===== config.mk =====
export PLATFORM = sky130hd
export DESIGN_NAME = dec_top
export DESIGN_NICKNAME = d
export VERILOG_FILES = /design/src/rtl/dec_top.sv
export SDC_FILE = /design/constraint.sdc
export NUM_CORES = 1
export LEC_CHECK = 0
export ABC_AREA = 1
export ABC_CLOCK_PERIOD_IN_PS = 3720
export CELL_PAD_IN_SITES_DETAIL_PLACEMENT = 2
export CELL_PAD_IN_SITES_GLOBAL_PLACEMENT = 2
export CORE_ASPECT_RATIO = 1.4
export CORE_MARGIN = 2
export CORE_UTILIZATION = 26
export DETAILED_ROUTE_END_ITERATION = 8
export GPL_ROUTABILITY_DRIVEN = 0
export HOLD_SLACK_MARGIN = 0.15
export PLACE_DENSITY = 0.8
export REMOVE_ABC_BUFFERS = 1
export SLEW_MARGIN = 20
export SYNTH_ARGS = -nofsm -noshare
export SYNTH_HDL_FRONTEND = slang
export SYNTH_SLANG_ARGS = --single-unit

===== constraint.sdc =====
create_clock -name clk -period 3.72 [get_ports clk]
set_clock_uncertainty 0.1 [all_clocks]
set_input_delay 0.744 -clock clk [delete_from_list [all_inputs] [get_ports clk]]
set_output_delay 0.744 -clock clk [all_outputs]
set_load 0.005 [all_outputs]

===== src/rtl/dec_top.sv =====
// Extended-Hamming SEC-DED decoder for a 137-bit codeword (128 data, 8 check, 1 overall parity).
// Latency: one cycle, IN is sampled and all outputs are registered on the rising edge of clk.
// Backpressure: none; a new codeword is accepted every cycle and nothing ever stalls.
//
// Ports:
//   clk    rising-edge clock for the output registers
//   reset  synchronous active-high reset; clears every output register
//   IN     received codeword; IN[0] = overall parity, IN[1..136] = Hamming positions
//   OUT    corrected codeword (IN with one bit flipped when a single error is found)
//   SYN    {overall parity, Hamming syndrome}
//   ERR    any error seen; SGL single error corrected; DBL uncorrectable error seen
module dec_top (
    input  logic         clk,
    input  logic         reset,
    input  logic [136:0] IN,
    output logic [136:0] OUT,
    output logic [8:0]   SYN,
    output logic         ERR,
    output logic         SGL,
    output logic         DBL
);

    localparam logic [7:0] MAX_POS = 8'd136;

    logic [7:0]   ham_syn;
    logic         par;
    logic         sgl_d;
    logic         dbl_d;
    logic         err_d;
    logic [8:0]   syn_d;
    logic [136:0] flip;
    logic [136:0] out_d;

    logic [136:0] out_q;
    logic [8:0]   syn_q;
    logic         err_q;
    logic         sgl_q;
    logic         dbl_q;

    // Each set bit at position i contributes its index to the syndrome, so
    // XOR-accumulating the indices gives every syndrome bit in one pass.
    always_comb begin
        ham_syn = '0;
        for (int i = 1; i < 137; i++) begin
            if (IN[i]) begin
                ham_syn = ham_syn ^ 8'(i);
            end
        end
    end

    assign par = ^IN;

    // Odd overall parity means an odd number of flips; only a syndrome that
    // names a real position (0 = the parity bit itself) is treated as a single
    // correctable error. An out-of-range syndrome with odd parity cannot come
    // from one flip, so it is reported as uncorrectable.
    always_comb begin
        sgl_d = 1'b0;
        dbl_d = 1'b0;
        if (par) begin
            if (ham_syn <= MAX_POS) begin
                sgl_d = 1'b1;
            end else begin
                dbl_d = 1'b1;
            end
        end else if (ham_syn != 8'd0) begin
            dbl_d = 1'b1;
        end
    end

    assign err_d = sgl_d | dbl_d;
    assign syn_d = {par, ham_syn};

    // One-hot correction mask; all zero unless a single error was located.
    always_comb begin
        flip = '0;
        for (int i = 0; i < 137; i++) begin
            flip[i] = sgl_d && (ham_syn == 8'(i));
        end
    end

    assign out_d = IN ^ flip;

    always_ff @(posedge clk) begin
        if (reset) begin
            out_q <= '0;
            syn_q <= '0;
            err_q <= 1'b0;
            sgl_q <= 1'b0;
            dbl_q <= 1'b0;
        end else begin
            out_q <= out_d;
            syn_q <= syn_d;
            err_q <= err_d;
            sgl_q <= sgl_d;
            dbl_q <= dbl_d;
        end
    end

    assign OUT = out_q;
    assign SYN = syn_q;
    assign ERR = err_q;
    assign SGL = sgl_q;
    assign DBL = dbl_q;

endmodule


# == After elaboration in Yosys (flattened, before gate mapping) ==
# Index checks and enable logic that the tools add are counted.
# word_totals
reg_bits,149
input_bits,139
out_inout_bits,149
elab_cells,560
# op_classes
n_lt_le_gt_ge,1
eq_ne,136
mux,141
bitwise,137
n_reduce_logical,140
# op_table
operator,count
== test 8 x 7 -> 1 bit (second input constant),64
2-to-1 mux 7 bit,64
== test 8 x 6 -> 1 bit (second input constant),32
2-to-1 mux 6 bit,32
inverter 4 bit,36
logical AND 1 bit,137
parity 137 bit,1
XOR 137 bit,1
== test 8 x 5 -> 1 bit (second input constant),16
inverter 3 bit,38
inverter 5 bit,21
2-to-1 mux 5 bit,16
== test 8 bit (second input constant),9
2-to-1 mux 8 bit,9
== test 8 x 4 -> 1 bit (second input constant),8
inverter 2 bit,25
inverter 6 bit,7
== test 8 x 3 -> 1 bit (second input constant),4
2-to-1 mux 4 bit,8
== test 8 x 2 -> 1 bit (second input constant),2
2-to-1 mux 3 bit,4
== test 8 x 1 -> 1 bit (second input constant),1
less-or-equal comparator 8 bit (second input constant),1
logical NOT 8 bit,1
other kinds (6),18

# == Depth between registers and ports, before layout ==
# Gate-level depths: netlist (run 1).
# logic_depth
depth_word,269
depth_mapped,28
mapped_depth_nobuf,26

# == Least setup slack after synthesis (run 1) ==
# No wires, ideal clock.
# synth_path
kind,input -> register
from,input IN[27]
to,"register out_q[5], in the netlist OUT[5]"
arrival_ns,3.151
required_ns,3.505
setup_slack_ns,0.354
stages,26
path_buffers,2
path_cell_list,buf_2 xor2_1 nand2_1 nand2_1 nand2_1 nand2_1 nand2_1 nand2_1 inv_1 nand2_1 nand2_1 nand2_1 inv_1 nor2_1 inv_1 nand2_1 nand2_1 nor2_1 nand3_4 nand2_4 nand3_4 nor2_4 buf_6 nand3_1 nand2_1 nor2_1
# synth_via
elab_chain_len,169
elab_cells_between_ends,218
# synth_lines
item,line,source
from (decl),15,"input logic [136:0] IN,"
2-to-1 mux 5 bit (2 in a row),45,if (IN[i]) begin
inverter 4 bit (no source line) / 2-to-1 mux 5 bit (equally long branches),-,
2-to-1 mux 5 bit / inverter 4 bit (equally long branches),-,
2-to-1 mux 5 bit,45,
inverter 5 bit (no source line),-,
2-to-1 mux 5 bit,45,
2-to-1 mux 6 bit,45,
inverter 2 bit (no source line) / 2-to-1 mux 6 bit (equally long branches),-,
(+151 left out),-,
2-to-1 mux 8 bit,45,
inverter 4 bit (no source line),-,
2-to-1 mux 8 bit (2 in a row),45,
less-or-equal comparator 8 bit,61,if (ham_syn <= MAX_POS) begin
2-to-1 mux 1 bit,61,
2-to-1 mux 1 bit,60,if (par) begin
logical AND 1 bit (*),78,flip[i] = sgl_d && (ham_syn == 8'(i));
XOR 137 bit (*),82,assign out_d = IN ^ flip;
to (signal assigned),92,out_q <= out_d;
to (decl),34,logic [136:0] out_q;
# Every way passes the cells marked *; elsewhere a longest branch is shown, timed or not.
# A chain may end at the register's enable or synchronous reset.

# == Final worst setup path (run 1) ==
# layout_path
from,input IN[36]
to,"register out_q[20], in the netlist OUT[20]"
# layout_via
elab_chain_len,165
elab_cells_between_ends,187
# layout_lines
item,line
2-to-1 mux 6 bit,45
inverter 3 bit (no source line),-
2-to-1 mux 6 bit,45
inverter 3 bit (no source line),-
2-to-1 mux 6 bit,45
inverter 4 bit (no source line),-
2-to-1 mux 6 bit,45
inverter 2 bit (no source line),-
(+141 left out),-
inverter 7 bit (no source line),-
2-to-1 mux 7 bit,45
2-to-1 mux 8 bit (9 in a row),45
less-or-equal comparator 8 bit,61
2-to-1 mux 1 bit,61
2-to-1 mux 1 bit,60
logical AND 1 bit (*),78
XOR 137 bit (*),82
# Marks and branches as above.

==> out/qor.yml, run 1 <==
setup_path:
  crit_path_end_kind: "register"
  cpMaxStageDelayCell: "dlymetal6s2s_1"
  crit_end: "OUT[20]"
  crit_start: "IN[36]"
  crit_path_max_incr_delay_ns: 0.26
  crit_fanout: 7
  crit_arrival_ns: 4.39
  start_kind: "primary input"
  required_ns: 4.00
  crit_type: "in -> reg"
cells_and_area:
  layout.cells.non_filler: 2959
  layout-drive-gt1-share: 0.3463
  nets: 2527
  layout.cells.most_common_list: "536 x nand2_1, 236 x buf_4, 160 x nand3_1"
  layout_commonest_cell: "nand2_1"
  syn_to_final_growth_pct: 74.36
placed_design:
  dp_hpwl_um: 48540
  io_buffers: 287
  pre_cts_slack_ns: -0.8581
  placed_cells: 2856
outcome:
  violations: "setup timing"
  status: "finished, violations left"
routing:
  first_pass_iters: 5
  drt_wl_total_um: 93760
  vias_per_cell: 5.592
  drt_iter0_markers: 1179
  wire_per_inst_um: 31.69
  drc_errors: 0
  antenna_left: 0
  dr_total_vias: 16550
flow_run:
  cap_violations: 0
sta:
  period_minus_slack_ns: 4.110
  hold_viol_final: 0
  worstMarginPinSlew_ns: 0.4866
  setup_viol: 130
  layout_setup_ws_ns: -0.3896
  timing.final.crit_share: 1.105
  max_freq_mhz: 243.3
  rsz0062_at_grt: "true"
  slew_headroom: 0.6756
  slew_violations: 0
yosys:
  synthTopCellsByArea: "dfxtp_1 27%, nand2_1 24%, nand3_1 8.6%"
  netlist.area_leader.share: 0.2660
  yosys-mux-area-fraction: 0
  ys.flop_type: "dfxtp_1"
  yosys_warnings: 0
  syn_area_sq_mm: 0.01122
  synthArstFlopShare: 0
  synth_compound_area_frac: 0.05913
  synth_edf_count: 0
  synth.largest_area_cell: "dfxtp_1"
  synthAdderAreaFrac: 0
  ys_seq_area_frac: 0.2660
  synthCells: 1867
  ys_types: 34
  synth-xor-area-share: 0.1293
  avgSynthCellArea_sq_um: 6.007
  synth_simple_gate_area_share: 0.4418
  synth_top_family_by_area: "simple AND/OR/NAND/NOR gates"
  synth-seq-cells: 149
worst_hold_path:
  hold_class: "in -> reg"
cts:
  clk_pin_slew_ns: 0.07
  cts_buffers: 17
  cts_root_buf: "clkbuf_16"
  cts.sink_count: 149
  cts_tree: "yes"
  htreeDepth: 4
  cts_buffer_depth: 2
global_route:
  antenna_found_initial: 7
  grt_max_degree: 76
  grt.overflow.total: 0
  grt_pass1_vias: 17900
  grt_use_total: 0.3386
  grt_pass1_wl_um: 114900
floorplan:
  initial_core_util: 0.2621
  io_pins: 288
  dieArea_sq_mm: 0.04484
  fp.dieW_um: 179.5
  die_height_um: 249.8
  row_count: 90
  core-area_sq_mm: 0.04279
power_and_ir_drop:
  p_per_area_mw_per_mm2: 580.2
  p_leak_nw: 9.804
  peakVddDrop_mv: 0.4100
==> critical path, delay by kind of cell <==
| family | cells | cell delay, ns |
|---|---|---|
| and+or+nand+nor | 21 | 2.58 |
| AOI/OAI and AO/OA | 1 | 0.07 |
| buffers and inverters | 6 | 0.97 |
==> worst min path at each step <==
stage / startpoint / to / slack [ns] / cells after the start
after CTS: IN[78] / OUT[78] / 0.64 / 3
after detailed placement: OUT[96] / OUT[96] / 1.35 / 1
final: IN[78] / OUT[78] / 0.45 / 3
after global routing: IN[46] / OUT[46] / 0.48 / 3
after global placement: IN[78] / OUT[78] / 1.33 / 3
after floorplan: reset / SYN[0] / 0.72 / 1
==> report_power, final <==
group	total (W)	switching (W)	internal [W]	leakage (nW)
clock	0.00210	0.000915	0.00118	0.311
sequential	0.00180	0.0000611	0.00174	1.24
combinational	0.00745	0.00469	0.00277	8.25
total	0.0113	0.00566	0.00569	9.80
==> layout make-up <==
type / instances / area, sq um
Timing Repair Buffer: 595 / 5567
Clock inverter: 10 / 167.7
Sequential cell: 149 / 2983
Multi-Input combinational cell: 1455 / 9014
Fill cell: 4919 / 23230
Tap cell: 552 / 690.7
Clock buffer: 21 / 470.5
Inverter: 170 / 646.9
Antenna cell: 7 / 17.52
==> cells in the mapped netlist, drive strengths merged, types with 4 or more instances <==
master / instances
nand4: 16
nand2: 721
buf: 66
nand3: 198
clkbuf: 27
xnor2: 89
dfxtp: 149
inv: 170
xor2: 74
nand3b: 10
or2: 4
nor2: 206
a21oi: 129
==> timing repair <==
action | CTS | global route
setup buffers | 15 | 45
cloned | 2 | 4
setup endpoints to repair | 139 | 139
hold buffers | 0 | 0
pin swaps | 27 | 115
resized for setup | 212 | 588
==> metrics by stage <==
stage	instance area (sq um)	utilization	hold slack, ns	TNS, ns	power, W
after global placement	16470	0.3850	1.335	-70.47	0.006675
after detailed placement	16470	0.3850	1.349	-104.19	0.006993
after global routing	19550	0.4570	0.4844	-22.33	0.01152
final	19560	0.4570	0.4510	-20.45	0.01135
after floorplan	10690	-	0.7164	0	0.004154
after CTS	17810	0.4161	0.6421	0	0.009559
==> cells by family (layout without fill, tap and decap cells) <==
family / Yosys count / in the layout
simple gates: 1160 / 1160
buf+inv: 263 / 796
xor+xnor: 163 / 163
flops: 149 / 149
compound gates: 132 / 132
other cells: 0 / 7
==> sequential cells by signal, summed over array words and instances, names as in the netlist <==
register and flops:
DBL 1, ERR 1, OUT 137, SGL 1
SYN 9
==> metal layers <==
layer / track usage / vias to the layer above / wire, um
li1: - / 6782 / -
met2: 0.5993 / 974 / 45700
met1: 0.3386 / 8286 / 33130
met3: 0.06260 / 506 / 5312
met4: 0.2973 / 0 / 9612
met5: 0 / - / 0
Power figures use the tool's default switching activity.
==> run 2: changes to the inputs <==
--- a/config.mk
+++ b/config.mk
@@ -16,7 +16,6 @@
 export GPL_ROUTABILITY_DRIVEN = 0
 export HOLD_SLACK_MARGIN = 0.15
 export PLACE_DENSITY = 0.8
-export REMOVE_ABC_BUFFERS = 1
 export SLEW_MARGIN = 20
 export SYNTH_ARGS = -nofsm -noshare
 export SYNTH_HDL_FRONTEND = slang
==> run 2 against run 1 <==
Compared with the run above:
- the flow still finishes with violations (setup timing)
- non-clock buffer count rose by 18
- maximum frequency barely moved
- cell count rose by 0.84%
- sequential power barely moved
- global-route usage rose by 3.2 points
- critical path type unchanged
- highest routed layer is now met5
==> out/qor.yml, run 2 (same netlist as run 1, synthesis figures left out) <==
power_and_ir_drop:
  p_per_area_mw_per_mm2: 586.6  # +1.1%
  p_leak_nw: 9.870  # +0.67%
  peakVddDrop_mv: 0.3429  # -16%
floorplan:
  io_pins: 288  # unchanged
  initial_core_util: 0.2621  # unchanged
  die_height_um: 249.8  # unchanged
  fp.dieW_um: 179.5  # unchanged
  core-area_sq_mm: 0.04279  # unchanged
  dieArea_sq_mm: 0.04484  # unchanged
  row_count: 90  # unchanged
routing:
  first_pass_iters: 5  # unchanged
  drt_wl_total_um: 101600  # +8.4%
  vias_per_cell: 5.810  # +3.9%
  dr_total_vias: 17340  # +4.8%
  drt_iter0_markers: 1612  # +37%
  wire_per_inst_um: 34.06  # +7.5%
  drc_errors: 0  # unchanged
  antenna_left: 0  # unchanged
yosys:
  syn_nets: 2006
global_route:
  antenna_found_initial: 13  # +6
  grt_use_total: 0.3702  # +0.03164
  grt.overflow.total: 0  # unchanged
  grt_pass1_wl_um: 124400  # +8.3%
  grt_pass1_vias: 18620  # +4.0%
  grt_max_degree: 53  # -30%
sta:
  slew_headroom: 0.5477  # -0.1279
  setup_viol: 139  # +6.9%
  hold_viol_final: 0  # unchanged
  slew_violations: 0  # unchanged
  max_freq_mhz: 243.5  # about the same
  period_minus_slack_ns: 4.107  # -0.002842 ns
  layout_setup_ws_ns: -0.3868  # +0.002842 ns
  worstMarginPinSlew_ns: 0.6736  # +0.1870 ns
  tns_ns: -31.68  # -11.23 ns
  timing.final.crit_share: 1.104  # about the same
setup_path:
  crit_type: "in -> reg"
  path_cells: "clkdlybuf4s15_1 > xor2_2 > nand2_1 > nand2_4 > xnor2_2 > nand2_1 > nand2_1 > nand2_1 > nand2_1 > nand2_1 > nand2_1 > inv_1 > nand2_1 > nand2_2 > inv_2 > nor2_4 > nor2_4 > nand2_8 > nand3_4 > nor2_4 > buf_12 > nand3_1 > nand2_1 > nor2_1"
  crit_family: "simple AND/OR/NAND/NOR gates"
  path_common_cell: "nand2_1"
  crit_arrival_ns: 4.37  # -0.02 ns
  crit_fanout: 6  # -1
  start_kind: "primary input"
  worst-path-buf-inv: 4  # -2
  required_ns: 3.98  # -0.02 ns
  crit_path_end_kind: "register"
  crit_path_max_incr_delay_ns: 0.42  # +0.16 ns
  cpMaxStageDelayCell: "xnor2_2"
cells_and_area:
  layout_commonest_cell: "nand2_1"
  layout.cells.most_common_list: "522 x nand2_1, 256 x buf_4, 154 x nand2_2, 154 x clkdlybuf4s50_1, 152 x nor2_1"
  seq_area_sq_mm: 0.002983  # unchanged
  nets: 2545  # +0.71%
  syn_to_final_growth_pct: 77.32
  nFillCells: 4842  # -1.6%
  multiInputGateArea_sq_mm: 0.009276  # +2.9%
  largest_reg_flops: 137  # unchanged
  layout-drive-gt1-share: 0.3712  # +0.02498
cts:
  cts.sink_count: 149  # unchanged
  cts_buffer_depth: 2  # unchanged
  cts_root_buf: "clkbuf_16"
  cts_tree: "yes"
  cts_buffers: 17  # unchanged
  htreeDepth: 4  # unchanged
  clk_pin_slew_ns: 0.08  # about the same
worst_hold_path:
  worstHoldStart: "IN[121]"
  hold_class: "in -> reg"
  min_to: "OUT[121]"
  whs_path_depth: 3  # unchanged
outcome:
  violations: "setup timing"
  status: "finished, violations left"
placed_design:
  io_buffers: 287  # unchanged
  pre_cts_slack_ns: -0.9612  # -0.1031 ns
  dp_hpwl_um: 53910  # +11%
flow_run:
  cap_violations: 0  # unchanged
-- run 2: worst max path at each step --
stage            from        to  slack (ns)  depth (start not counted)
2_1_floorplan  IN[27]    OUT[5]        0.35                         26
3_3_place_gp   IN[46]   OUT[48]       -0.69                         25
3_5_place_dp   IN[46]    OUT[0]       -0.96                         25
4_1_cts        IN[43]  OUT[115]       0.002                         24
5_1_grt        IN[90]  OUT[125]       -0.42                         24
6_report       IN[90]  OUT[125]       -0.39                         24
-- run 2: cell type report --
cell class                 instances  share of cell area
multi-input combinational       1455              0.4664
tap                              552             0.03473
inverter                         170             0.03265
antenna                           13            0.001636
clock buffer                      19             0.02227
timing repair buffer             613              0.2849
sequential                       149              0.1500
clock inverter                    13            0.007424
-- run 2: what timing repair did --
item | CTS | global route
hold buffers | 0 | 0
pin swaps | 49 | 139
gates resized for setup | 278 | 579
gates cloned | 0 | 3
endpoints found under the setup margin | 141 | 141
setup buffers | 14 | 37
hold endpoints to repair | 0 | 0
-- run 2: stage by stage --
step                      cells  hold slack [ns]  instance area, sq um    util  total power, W
after global placement     2885            1.328                 16800  0.3927        0.006843
after detailed placement   2885            1.345                 16800  0.3927        0.007225
after CTS                  2931           0.6089                 18240  0.4263        0.009763
final                      2984           0.4760                 19890  0.4648         0.01167
after floorplan            1867           0.7757                 11220       -        0.004377
after global routing       2983           0.4921                 19890  0.4647         0.01183
-- run 2: routing by layer --
layer,part of all wire,GRT usage,vias up
li1,-,-,6820
met1,0.35,0.3855,8629
met2,0.47,0.6473,1241
met3,0.078,0.07369,644
met4,0.10,0.2945,2
met5,0.00013,0,-
-- run 2: where the power goes --
| part | switching [W] | total (W) | internal, W |
|---|---|---|---|
| sequential | 0.0000706 | 0.00181 | 0.00174 |
| combinational | 0.00501 | 0.00785 | 0.00284 |
| clock | 0.000993 | 0.00201 | 0.00102 |
==> variant 1 (config.mk and constraints of run 1) <==
The output `OUT` loses its register stage (`out_q` becomes a continuous assignment).
--- a/src/rtl/dec_top.sv
+++ b/src/rtl/dec_top.sv
@@ -83,19 +83,19 @@
 
     always_ff @(posedge clk) begin
         if (reset) begin
-            out_q <= '0;
             syn_q <= '0;
             err_q <= 1'b0;
             sgl_q <= 1'b0;
             dbl_q <= 1'b0;
         end else begin
-            out_q <= out_d;
             syn_q <= syn_d;
             err_q <= err_d;
             sgl_q <= sgl_d;
             dbl_q <= dbl_d;
         end
     end
+
+    assign out_q = out_d;
 
     assign OUT = out_q;
     assign SYN = syn_q;
Behaviour: not the same (Yosys sat finds a counterexample within 4 cycles, from zero or initial values and one cycle with reset high).
==> variant 1 against run 1 <==
The flow now stops in clock tree synthesis (4_1_cts). Area after synthesis shrank 22%.
==> variant 1: results (changes against run 1) <==
status: "aborted with a tool error"
stop_stage: "clock tree synthesis (4_1_cts)"
error: "[ERROR DPL-0033] detailed placement checks failed during check placement."
ys_seq_area_share_pct: 2.74  # -24 points
async_reset_ff_share_pct: 0  # unchanged
cts_max_level: 1  # -3
root_buffer: "clkbuf_16"
synthDistinctLibCells: 31  # -8.8%
synthTopCellsByArea: "nand2_1 (36%), nand3_1 (13%), nand4_1 (10%)"
cts_resized: 1523  # +620%
yosysWarnings: 0  # unchanged
netlist_top_cells_count: "nand2_1 (842), nand3_1 (226), inv_1 (209)"
cts.sinks: 12  # -92%
synth_ff_type: "dfxtp_1"
avgSynthCellArea_sq_um: 4.69  # -22%
cts_max_path_buffers: 2  # unchanged
io_buffers: 287  # unchanged
cts_buffers: 3  # -14
post-place-cells: 2807  # -1.7%
dp_hpwl_mm: 53.0  # +9.3%
cts_setup_buffers: 119  # +104
-- variant 1: cell count changes after synthesis, moves of 19 or more --
cell | before | now
inv_2 | 2 | 22
inv_1 | 168 | 209
xnor2_1 | 88 | 63
nand3_1 | 192 | 226
xor2_1 | 72 | 53
nand4_1 | 16 | 140
nand2_1 | 706 | 842
a21oi_1 | 129 | 2
dfxtp_1 | 149 | 12
-- variant 1: logic make-up after synthesis --
logic type             share of synthesized area, %
AND/OR/NAND/NOR                                69.4
buffers and inverters                          15.2
XOR/XNOR                                       12.1
flip-flops                                     2.74
AO/OA/AOI/OAI                                 0.485
-- variant 1: through the flow --
stage	worst slack [ps]	cell area, sq um
after detailed placement	-1980	14300
after floorplan	-9420	8300
after global placement	-1680	14300
==> variant 2 (settings of run 1) <==
Without the edit above. Set the localparam `MAX_POS` to 8'd102 (it was 8'd136).
--- a/src/rtl/dec_top.sv
+++ b/src/rtl/dec_top.sv
@@ -20,7 +20,7 @@
     output logic         DBL
 );
 
-    localparam logic [7:0] MAX_POS = 8'd136;
+    localparam logic [7:0] MAX_POS = 8'd102;
 
     logic [7:0]   ham_syn;
     logic         par;
Behaviour: not the same (a bounded check fails within 4 cycles, from zero or initial values and one cycle with reset high).
==> variant 2 against run 1 <==
The flow still finishes with violations (negative setup slack). Largest cell class unchanged. Area after synthesis up 2.7%. Routed wire length down 17%. Final area down 3.3%. Via count down 2.8%. Sequential cell count unchanged. Worst setup slack better by 110 ps. Total power down 12%. Highest routed layer unchanged. Core utilization down 2.7 points.
==> variant 2: results (changes against run 1) <==
met3_length_mm: 2.89  # -46%
grt_max_degree: 58  # -24%
setup_violations: 77  # -41%
cts_max_path_buffers: 2  # unchanged
fin_crit_sh_pct: 108  # -2.9 points
grtUsageMet1_pct: 27.1  # -6.7 points
grtUsageTotal_pct: 27.4  # -6.5 points
violations: "negative setup slack"
via_count: 16086  # -2.8%
netlist_top_cells_count: "nand2_1 (838), inv_1 (314), nor2_1 (201)"
synth_ff_type: "dfxtp_1"
worst_pin_slew_ps: 664  # +177 ps
muxShareOfSynthArea_pct: 0  # unchanged
finalSetupTns_ps: -7150  # +13310 ps
synthTopCellsByArea: "nand2_1 (27%), dfxtp_1 (26%), inv_1 (10%)"
power.share.switching_pct: 47.4  # -2.5 points
hold_path_depth: 3  # unchanged
synth_xor_area_share_pct: 7.14  # -5.8 points
drt_iter0_drc: 738  # -37%
gr-usage-met2_pct: 53.8  # -6.1 points
grt_pass1_wl_mm: 97.1  # -16%
dp_hpwl_mm: 48.8  # +0.45%
cellLeakagePower_uw: 0.0109  # +11%
routed_wl_mm: 77.9  # -17%
dp_slack_ps: -700  # +158 ps
fin_nets: 2694  # +6.6%
place_area_sq_mm: 0.0170  # +3.2%
drt_first_pass_iters: 4  # -1
vdd_drop_max_mv: 0.323  # -21%
largest_reg_flops: 137  # unchanged
p_seq_uw: 1780
wl_met2_mm: 40.9  # -10%
ys_seq_area_share_pct: 25.9  # -0.71 points
powerComb_uw: 6210  # -17%
status: "finished, violations left"
ys_ff_latch: 149  # unchanged
setup_slack_ps: -283  # +107 ps
grt_pass1_vias: 17618  # -1.6%
worst-path-max-fanout: 19  # +12
grt_use_met3_pct: 4.03  # -2.2 points
cp.arrival_ps: 4260  # -130 ps
async_reset_ff_share_pct: 0  # unchanged
drive_above_1_share_pct: 22.4  # -12 points
min_path_type: "input pin to flip-flop"
wl_met1_mm: 28.6  # -14%
top_layer: "met4"
cts_max_level: 4  # unchanged
antenna_found_initial: 9  # +2
cts_buffers: 17  # unchanged
synth_compound_area_share_pct: 6.82  # +0.91 points
synthDistinctLibCells: 29  # -15%
==> variant 2: cell count changes after synthesis, moves of 10 or more <==
cell and delta:
nand4_1 +83, nand4_2 +10, nand2_1 +132, inv_1 +146
o21bai_1 +100, clkbuf_2 -13, xor2_1 -31, buf_2 -20
nor2_1 +11, inv_2 +24, nand3_1 -108, a21oi_1 -127
xnor2_1 -35, nor2_4 -13
==> variant 2: per-stage QoR <==
step,total power (uW),instances,hold WS (ps)
2_1_floorplan,3780,1964,713
3_3_place_gp,6570,3063,1160
3_5_place_dp,6790,3063,1170
4_1_cts,9050,3100,607
5_1_grt,10200,3134,503
6_report,9960,3134,487
==> variant 2: critical path, stage by stage <==
cell	delay, ps
clkdlybuf4s15_1	320
inv_2	160
nand2_1	80
nand2_1	80
nand2_1	80
nand2_2	150
clkinv_2	120
nand2_1	160
nand2_1	100
nand2_1	110
inv_1	60
nor2_1	120
nand2_1	110
nand2_1	90
nand2_1	90
nand2_1	70
nand2_1	80
nand2_4	130
nand2_1	100
nand3_1	120
nand2_2	110
nand2_8	170
bufbuf_16	340
nand4_1	130
nand2_1	100
inv_1	40
nor2_1	290
==> variant 2: repair_timing <==
action	in CTS	in global routing
buffers inserted	4	22
setup endpoints to repair	102	104
gates resized for setup	57	289
pin swaps	7	50
hold endpoints to repair	0	0
gates cloned	3	2
==> variant 2: final timing paths <==
kind                    start                  end  slack [ps]
worst min-delay path  IN[108]  OUT[108]$_SDFF_PP0_         490
worst max-delay path   IN[61]   OUT[24]$_SDFF_PP0_        -280
==> variant 2: layout make-up <==
type	count	area [sq um]
antenna	10	25.0
clock buffer	22	494
clock inverter	8	123
fill	5194	25000
inverter	342	1290
multi-input combinational	1473	7660
sequential	149	2980
tap	558	698
timing repair buffer	572	5650
